===== src/rtl/msft_dv_debug_apb_pkg.sv =====
// Shared types for the DV debug APB arbiter.
// State encoding, request bundle and requester count.
package msft_dv_debug_apb_pkg;

  localparam int APB_ARB_NUM_REQ = 2;
  localparam int APB_PKG_AW      = 32;
  localparam int APB_PKG_DW      = 32;

  typedef enum logic [1:0] {
    IDLE,
    SETUP,
    ACCESS,
    DONE
  } apb_arb_state_e;

  typedef struct packed {
    logic [APB_PKG_AW-1:0]   addr;
    logic [APB_PKG_DW-1:0]   wdata;
    logic                    write;
    logic [APB_PKG_DW/8-1:0] strb;
  } apb_req_t;

endpackage


===== src/rtl/msft_dv_debug_rr_arb2.sv =====
// Two-input round-robin picker.
// Holds last_grant; a tie goes to the other requester.
module msft_dv_debug_rr_arb2
  import msft_dv_debug_apb_pkg::*;
(
  input  logic                       clk_i,
  input  logic                       rstn_i,
  input  logic [APB_ARB_NUM_REQ-1:0] req,
  input  logic                       upd,
  output logic                       gnt,
  output logic                       any
);

  logic last_grant;

  // pick winner: single requester wins, tie alternates
  always_comb begin
    any = |req;
    if (req == 2'b11) gnt = ~last_grant;
    else              gnt = req[1];
  end

  // remember who won so the next tie flips
  always_ff @(posedge clk_i) begin
    if (!rstn_i)         last_grant <= 1'b1;
    else if (upd && any) last_grant <= gnt;
  end

endmodule


===== src/rtl/msft_dv_debug_apb_arb.sv =====
// Two-requester APB master: round-robin grant,
// SETUP/ACCESS sequencing, ACCESS timeout.
module msft_dv_debug_apb_arb
  import msft_dv_debug_apb_pkg::*;
#(
  parameter int APB_ADDR_WIDTH = 32,
  parameter int APB_DATA_WIDTH = 32,
  parameter int TIMEOUT_CYCLES = 256
) (
  input  logic                        clk_i,
  input  logic                        rstn_i,
  input  logic                        req0_i,
  input  logic [APB_ADDR_WIDTH-1:0]   req0_addr_i,
  input  logic [APB_DATA_WIDTH-1:0]   req0_wdata_i,
  input  logic                        req0_write_i,
  input  logic [APB_DATA_WIDTH/8-1:0] req0_strb_i,
  output logic                        req0_ack_o,
  output logic [APB_DATA_WIDTH-1:0]   req0_rdata_o,
  output logic                        req0_err_o,
  input  logic                        req1_i,
  input  logic [APB_ADDR_WIDTH-1:0]   req1_addr_i,
  input  logic [APB_DATA_WIDTH-1:0]   req1_wdata_i,
  input  logic                        req1_write_i,
  input  logic [APB_DATA_WIDTH/8-1:0] req1_strb_i,
  output logic                        req1_ack_o,
  output logic [APB_DATA_WIDTH-1:0]   req1_rdata_o,
  output logic                        req1_err_o,
  output logic                        psel_o,
  output logic                        penable_o,
  output logic [APB_ADDR_WIDTH-1:0]   paddr_o,
  output logic [APB_DATA_WIDTH-1:0]   pwdata_o,
  output logic                        pwrite_o,
  output logic [APB_DATA_WIDTH/8-1:0] pstrb_o,
  input  logic [APB_DATA_WIDTH-1:0]   prdata_i,
  input  logic                        pready_i,
  input  logic                        pslverr_i
);

  localparam int CW =
    (TIMEOUT_CYCLES > 1) ? $clog2(TIMEOUT_CYCLES) : 1;
  localparam logic [CW-1:0] CNT_LAST =
    CW'(TIMEOUT_CYCLES - 1);
  localparam bit TO_EN = (TIMEOUT_CYCLES != 0);

  apb_arb_state_e              state;
  logic [CW-1:0]               cnt;
  logic                        gnt_q;
  logic                        gnt;
  logic                        any;
  logic                        tmo;
  logic [APB_ARB_NUM_REQ-1:0]  req_v;
  logic [APB_DATA_WIDTH-1:0]   rd_v;
  logic                        er_v;

  assign req_v = {req1_i, req0_i};

  msft_dv_debug_rr_arb2 u_rr (
    .clk_i  (clk_i),
    .rstn_i (rstn_i),
    .req    (req_v),
    .upd    (state == IDLE),
    .gnt    (gnt),
    .any    (any)
  );

  // completion data: timeout forces err with zero data
  always_comb begin
    tmo  = TO_EN && (cnt == CNT_LAST);
    rd_v = '0;
    er_v = 1'b1;
    if (pready_i) begin
      rd_v = pwrite_o ? '0 : prdata_i;
      er_v = pslverr_i;
    end
  end

  // transfer sequencer with registered APB and response outputs
  always_ff @(posedge clk_i) begin
    if (!rstn_i) begin
      state        <= IDLE;
      cnt          <= '0;
      gnt_q        <= 1'b0;
      psel_o       <= 1'b0;
      penable_o    <= 1'b0;
      paddr_o      <= '0;
      pwdata_o     <= '0;
      pwrite_o     <= 1'b0;
      pstrb_o      <= '0;
      req0_ack_o   <= 1'b0;
      req0_rdata_o <= '0;
      req0_err_o   <= 1'b0;
      req1_ack_o   <= 1'b0;
      req1_rdata_o <= '0;
      req1_err_o   <= 1'b0;
    end else begin
      req0_ack_o <= 1'b0;
      req1_ack_o <= 1'b0;
      unique case (state)
        IDLE: begin
          cnt <= '0;
          if (any) begin
            gnt_q    <= gnt;
            psel_o   <= 1'b1;
            paddr_o  <= gnt ? req1_addr_i  : req0_addr_i;
            pwdata_o <= gnt ? req1_wdata_i : req0_wdata_i;
            pwrite_o <= gnt ? req1_write_i : req0_write_i;
            pstrb_o  <= gnt ? req1_strb_i  : req0_strb_i;
            state    <= SETUP;
          end
        end
        SETUP: begin
          penable_o <= 1'b1;
          cnt       <= '0;
          state     <= ACCESS;
        end
        ACCESS: begin
          if (pready_i || tmo) begin
            psel_o    <= 1'b0;
            penable_o <= 1'b0;
            cnt       <= '0;
            state     <= DONE;
            if (gnt_q) begin
              req1_ack_o   <= 1'b1;
              req1_rdata_o <= rd_v;
              req1_err_o   <= er_v;
            end else begin
              req0_ack_o   <= 1'b1;
              req0_rdata_o <= rd_v;
              req0_err_o   <= er_v;
            end
          end else begin
            cnt <= cnt + 1'b1;
          end
        end
        DONE: begin
          cnt   <= '0;
          state <= IDLE;
        end
      endcase
    end
  end

endmodule


===== config.mk =====
export PLATFORM = sky130hd
export DESIGN_NAME = msft_dv_debug_apb_arb
export DESIGN_NICKNAME = d
export VERILOG_FILES = /design/src/rtl/msft_dv_debug_apb_pkg.sv /design/src/rtl/msft_dv_debug_rr_arb2.sv /design/src/rtl/msft_dv_debug_apb_arb.sv
export SDC_FILE = /design/constraint.sdc
export NUM_CORES = 1
export LEC_CHECK = 0
export ABC_AREA = 1
export BUFFER_PORTS_ARGS = -buffer_cell sky130_fd_sc_hd__buf_2
export CORE_AREA = 2 2 123 125
export DETAILED_ROUTE_END_ITERATION = 10
export DIE_AREA = 0 0 125 127
export GPL_ROUTABILITY_DRIVEN = 0
export PLACE_DENSITY = 0.84
export SYNTH_ARGS = -nofsm -noshare
export SYNTH_HDL_FRONTEND = slang
export SYNTH_SLANG_ARGS = --single-unit

===== constraint.sdc =====
create_clock -name clk_i -period 2 [get_ports clk_i]
set_input_delay 0.4 -clock clk_i [delete_from_list [all_inputs] [get_ports clk_i]]
set_output_delay 0.4 -clock clk_i [all_outputs]
set_load 0.005 [all_outputs]

==> impl_metrics.toml, run 1 <==
[logic_synthesis]
syn_nets = 1023
synthesis.area_um2 = 6170
synth-edff-count = 0
yosysMostFrequentCell = "nand2_1"
synth_top_area_cell = "dfxtp_1"
ys_seq_elements = 151
synth_area_leaders = "dfxtp_1, nand2_1, a31oi_1"
synthTopCellsByCount = "nand2_1, dfxtp_1, a21oi_1, a31oi_1, o21ai_0"
yosysTopAreaCellShare = 0.490
seq_area_frac_synth = 0.490
synthCells = 842
synth-async-reset-ratio = 0
synthFlopType = "dfxtp_1"
ys_warn_count = 0
synth_area_per_cell_um2 = 7.33
ys_types = 27

[clock_tree]
cts_buffers = 17
cts_max_level = 4
clk_pin_slew_ns = 0.06
insertion_delay_ns = 0.42
cts_sinks = 151
cts_tree = "built"
cts_buffer_depth = 2
clk_root_buffer_cell = "clkbuf_16"

[die]
die_h_um = 127
io_pins = 315
rows = 44
core_area_um2 = 14400
dieArea_um2 = 15900
start_util = 0.428
dieWidth_um = 125

[power_and_ir_drop]
combinationalPowerShare = 0.271
ir_worst_vdd_mv = 0.914
pwr-share-seq = 0.395
p_int_mw = 7.09
swShare = 0.315
p_sw_mw = 3.26
static-leakage-power_nw = 4.23
power_density_nw_per_um2 = 1210
power_frac_clock = 0.334

[timing]
finalSetupTns_ns = 0
worst_slew_pin_slew_ns = 0.567
rsz0062_at_grt = "false"
fin_skew_ns = 0.00929
setup_viol = 0
post-route-period-util = 0.902
hold_violations = 0
drv_slew = 0
min_period_ns = 1.80
fmax_mhz = 554
relSlewSlack = 0.622

[setup_path]
rr_endpoint = "pwdata_o[20]"
path_class = "flop to flop"
cp-endpoint = "pwdata_o[20]"
r2r-start = "state[0]"
cp.arrival_ns = 2.13
startpoint = "state[0]"
endpoint_kind = "flop"
cp-start-kind = "flop"
reg2reg_slack_ns = 0.20
slowest_delay_ns = 0.41
crit_required_ns = 2.33
rr_worst_depth = 7
slowest_stage = "a21oi_4"
cp_cell_sequence = "inv_1, ha_1, inv_2, a21oi_4, buf_4, o21ai_0, a31oi_1"
worstPathMaxFanout = 13

[drt]
met1_length_mm = 7.61
route.met3.wl_mm = 1.83
met2_length_mm = 9.45
avgRoutedWirePerCell_um = 14.6
vias = 6726
routed.top_layer = "met5"
drt_iter0_markers = 367
avgViaCountPerCell = 5.04
route.detailed.drc = 0
ant_nets = 0
first_pass_iters = 5
drt-total-wl_mm = 19.5

[cells_and_area]
ff_latch_area_um2 = 3020
fillers = 1305
nNetsFinal = 1313
area_growth_pct = 38.7
multi_input_area_um2 = 2630
layout-drive-gt1-share = 0.328
fin_area_um2 = 8560

[place]
hpwl_mm = 14.0
io_buffers = 314
postPlaceCellArea_um2 = 7890

[grt]
grt_pass1_wl_mm = 30.5
grt_max_degree = 89
grt_pass1_vias = 6270
grt_antenna_before_repair = 9
grt_overflow_total = 0
grt_usage = 0.237

[job]
cap_violations = 0

[outcome]
status = "finished clean"

[min_path]
hold_class = "input port to flop"
hold_depth = 3
[layer usage]
metal,global-route usage,vias to the layer above
li1,-,3326
met1,0.274,3023
met2,0.406,322
met3,0.0829,49
met4,0.0954,6
met5,0,-
[stage by stage]
stage / power (mW) / std cells / worst slack [ns] / util / hold slack [ns]
4_1_cts: 10.4 / 1329 / 0.119 / 0.592 / 0.225
6_report: 10.4 / 1335 / 0.196 / 0.593 / 0.245
3_5_place_dp: 6.92 / 1297 / 0.139 / 0.547 / 0.441
2_1_floorplan: 5.53 / 842 / 0.518 / - / 0.418
5_1_grt: 10.9 / 1335 / 0.0283 / 0.593 / 0.241
3_3_place_gp: 6.85 / 1297 / 0.238 / 0.547 / 0.429
[cell usage in the layout, fill, tap and decap left out]
cell type / synthesis / final
ha_1: 5 / 5
nand3_4: 2 / 2
xor2_1: 1 / 1
inv_1: 56 / 56
clkbuf_8: 0 / 2
buf_12: 0 / 6
clkinvlp_4: 0 / 4
nand3_1: 6 / 6
buf_4: 1 / 12
o21ai_0: 69 / 69
nand2_1: 298 / 297
a21oi_1: 72 / 72
nand4_1: 3 / 3
inv_2: 2 / 2
nor3_1: 2 / 2
diode_2: 0 / 6
clkbuf_16: 0 / 17
nor2_1: 33 / 33
a211oi_1: 1 / 1
nand2_4: 1 / 1
inv_6: 0 / 4
dfxtp_1: 151 / 151
a21oi_4: 0 / 1
and3_1: 1 / 1
clkinv_4: 0 / 2
bufinv_16: 0 / 4
nor3b_1: 4 / 4
nor2_2: 1 / 1
nand2_2: 1 / 2
clkinv_2: 2 / 1
buf_2: 19 / 314
a31oi_1: 69 / 69
[power groups by stage]
stage	sequential (mW)	combinational, mW	clock (mW)
6_report	4.09	2.80	3.46
2_1_floorplan	4.15	1.37	0
4_1_cts	4.08	2.81	3.52
3_3_place_gp	4.10	2.75	0
3_5_place_dp	4.12	2.80	0
5_1_grt	4.16	3.14	3.65
[worst min path at each step]
stage | slack, ns | start | endpoint
final | 0.25 | req1_addr_i[1] | paddr_o[1]
after global routing | 0.24 | req0_wdata_i[2] | pwdata_o[2]
after CTS | 0.23 | req0_strb_i[0] | pstrb_o[0]
after detailed placement | 0.44 | req1_err_o | req1_err_o
after global placement | 0.43 | req1_err_o | req1_err_o
after floorplan | 0.42 | cnt[0] | cnt[0]
[layout make-up]
cell class,instances,share of cell area
antenna,6,0.00175
clock buffer,19,0.0529
clock inverter,13,0.0227
inverter,60,0.0270
multi-input combinational,570,0.307
sequential,151,0.353
tap,184,0.0269
timing repair buffer,332,0.208
[critical path, delay by kind of cell (launching register included)]
family / cells / cell delay, ns
AOI/OAI and AO/OA: 3 / 0.70
buffers and inverters: 3 / 0.45
DFF: 1 / 0.34
adders and majority gates: 1 / 0.22
[registers in the layout, indices dropped and copies added, names as in the netlist]
register / cells
pwdata_o: 32
state: 2
u_rr.last_grant: 1
penable_o: 1
pwrite_o: 1
pstrb_o: 4
req1_ack_o: 1
gnt_q: 1
cnt: 8
req1_rdata_o: 32
req1_err_o: 1
req0_ack_o: 1
psel_o: 1
req0_err_o: 1
paddr_o: 32
req0_rdata_o: 32
[what timing repair did]
| item | CTS | global route |
|---|---|---|
| setup endpoints to repair | 0 | 23 |
| resized for setup | 0 | 2 |
| buffers inserted | 0 | 0 |
| hold buffers | 0 | 0 |
[cells by family after synthesis]
family	after synthesis	synth area share
simple gates	352	0.226
compound gates	212	0.187
flops	151	0.490
buf+inv	121	0.0857
fa+ha+maj	5	0.0101
xor+xnor	1	0.00142
No activity file was read; power rests on OpenSTA's default activity.
==> run 2: changes to the inputs <==
ABC_AREA = default   (was 1)
CORE_AREA = 2 2 122 124   (was 2 2 123 125)
DIE_AREA = 0 0 124 126   (was 0 0 125 127)
clock period = 2.2 ns   (was 2 ns; I/O delays follow)
==> run 2 against run 1 <==
Against the previous run: synthesized cell count down 35%; global-route usage down 2.5 points; critical endpoint is now pwdata_o[15]; worst hold slack better by 0.031 ns; non-clock buffer count down 5; core utilization down 0.64 points; critical path type unchanged; largest power group unchanged.
==> impl_metrics.toml, run 2 <==
[drt]
avgRoutedWirePerCell_um = 16.2
drt-total-wl_mm = 16.9
ant_nets = 0
avgViaCountPerCell = 5.30
vias = 5526
route.detailed.drc = 0
drt_iter0_markers = 200
first_pass_iters = 7

[grt]
grt_usage = 0.213
grt_antenna_before_repair = 3
grt_max_degree = 75
grt_overflow_total = 0
grt_pass1_wl_mm = 25.9
grt_pass1_vias = 5217

[clock_tree]
post-cts-setup-buffer-count = 0
cts_buffers = 17
cts_buffer_depth = 2
hold_buffers = 0
cts_max_level = 4
insertion_delay_ns = 0.41
clk_root_buffer_cell = "clkbuf_16"
cts_resized = 0
cts_sinks = 151
cts_tree = "built"
clk_pin_slew_ns = 0.06

[die]
core_area_um2 = 14300
rows = 44
start_util = 0.425
die_h_um = 126
dieArea_um2 = 15600
dieWidth_um = 124
io_pins = 315

[cells_and_area]
nNetsFinal = 1024
most-common-layout-cells = "buf_2, dfxtp_1, nand2_1"
mostFrequentLayoutCell = "buf_2"
ff_latch_area_um2 = 3020
multi_input_area_um2 = 2790
fillers = 1217
layout-drive-gt1-share = 0.435
area_growth_pct = 38.1

[setup_path]
rr_endpoint = "pwdata_o[15]"
cp.arrival_ns = 2.04
crit_required_ns = 2.50
worstPathMaxFanout = 74
rr_worst_depth = 6
cp-endpoint = "pwdata_o[15]"
r2r-start = "state[0]"
startpoint = "state[0]"
cp-start-kind = "flop"
endpoint_kind = "flop"
reg2reg_slack_ns = 0.46
path_class = "flop to flop"

[timing]
hold_violations = 0
min_period_ns = 1.74
relSlewSlack = 0.688
rsz0062_at_grt = "false"
fin_skew_ns = 0.0102
worst_slew_pin_slew_ns = 0.466
finalSetupTns_ns = 0
drv_slew = 0
post-route-period-util = 0.790
setup_viol = 0
fmax_mhz = 575

[outcome]
status = "finished clean"

[logic_synthesis]
synthTopCellsByCount = "dfxtp_1, nand2_1, mux2i_1, o211a_1, a32o_1"
synthesis.area_um2 = 6080
synth_area_per_cell_um2 = 11.1
synth_area_leaders = "dfxtp_1, mux2i_1, o211a_1"
synth_top_area_cell = "dfxtp_1"
ys_types = 36
synth-async-reset-ratio = 0
syn_nets = 730
ys_seq_elements = 151
yosysMostFrequentCell = "dfxtp_1"
seq_area_frac_synth = 0.497
yosysTopAreaCellShare = 0.497
synthCells = 549
synthFlopType = "dfxtp_1"
ys_warn_count = 0
synth-edff-count = 0

[power_and_ir_drop]
static-leakage-power_nw = 4.55
power.total_mw = 9.33
power_density_nw_per_um2 = 1110
ir_worst_vdd_mv = 0.662

[place]
hpwl_mm = 12.2
io_buffers = 314

[job]
cap_violations = 0

[min_path]
hold_class = "input port to flop"
## run 2: kinds of logic (layout without fill, tap and decap cells)
group | count (synthesis) | in the layout | share of synthesized area
simple gates | 114 | 114 | 0.0786
mux | 70 | 70 | 0.115
other cells | 0 | 3 | 0
buf+inv | 54 | 361 | 0.0490
flops | 151 | 151 | 0.497
fa+ha+maj | 5 | 5 | 0.0103
xor+xnor | 6 | 6 | 0.00864
compound gates | 149 | 149 | 0.241
## run 2: worst min-delay path by stage
stage | startpoint | cells past startpoint | slack, ns | to
finish | prdata_i[24] | 2 | 0.28 | req1_rdata_o[24]
global route | prdata_i[12] | 2 | 0.26 | req0_rdata_o[12]
CTS | prdata_i[24] | 2 | 0.26 | req1_rdata_o[24]
detailed placement | req0_rdata_o[30] | 1 | 0.44 | req0_rdata_o[30]
global placement | cnt[0] | 1 | 0.43 | cnt[0]
floorplan | cnt[0] | 1 | 0.42 | cnt[0]
## run 2: metal layers
metal,track usage,vias up,wire length [µm]
li1,-,2658,-
met1,0.229,2613,6480
met2,0.366,228,8220
met3,0.0942,25,1830
met4,0.0780,2,342
met5,0,-,11
## run 2: per-stage QoR
stage | setup WS, ns | std cells | area, µm² | utilization | hold WS, ns
final | 0.462 | 1043 | 8400 | 0.587 | 0.276
after CTS | 0.462 | 1040 | 8400 | 0.587 | 0.258
after floorplan | 0.640 | 549 | 6080 | - | 0.418
after global routing | 0.325 | 1042 | 8400 | 0.587 | 0.262
after detailed placement | 0.427 | 1008 | 7790 | 0.544 | 0.440
after global placement | 0.487 | 1008 | 7790 | 0.544 | 0.430
## run 2: cell type report
| cell class | count | share of cell area |
|---|---|---|
| Antenna cell | 3 | 0.000893 |
| Clock buffer | 18 | 0.0523 |
| Clock inverter | 14 | 0.0194 |
| Inverter | 2 | 0.000893 |
| Multi-Input combinational cell | 344 | 0.332 |
| Sequential cell | 151 | 0.360 |
| Tap cell | 184 | 0.0274 |
| Timing Repair Buffer | 327 | 0.208 |
## run 2: power breakdown
group          switching, mW  leakage [nW]  internal (mW)  total [mW]
registers              0.312          1.24           3.34        3.65
logic                   1.42          3.03           1.30        2.72
clock network           1.23         0.288           1.73        2.96
## run 2: worst max-delay path, stage by stage (launching register included)
cell and delay (ns):
dfxtp_1 0.34, inv_1 0.08, ha_1 0.36, nor2b_4 0.27, buf_12 0.29, nand2_1 0.11, o211a_1 0.14
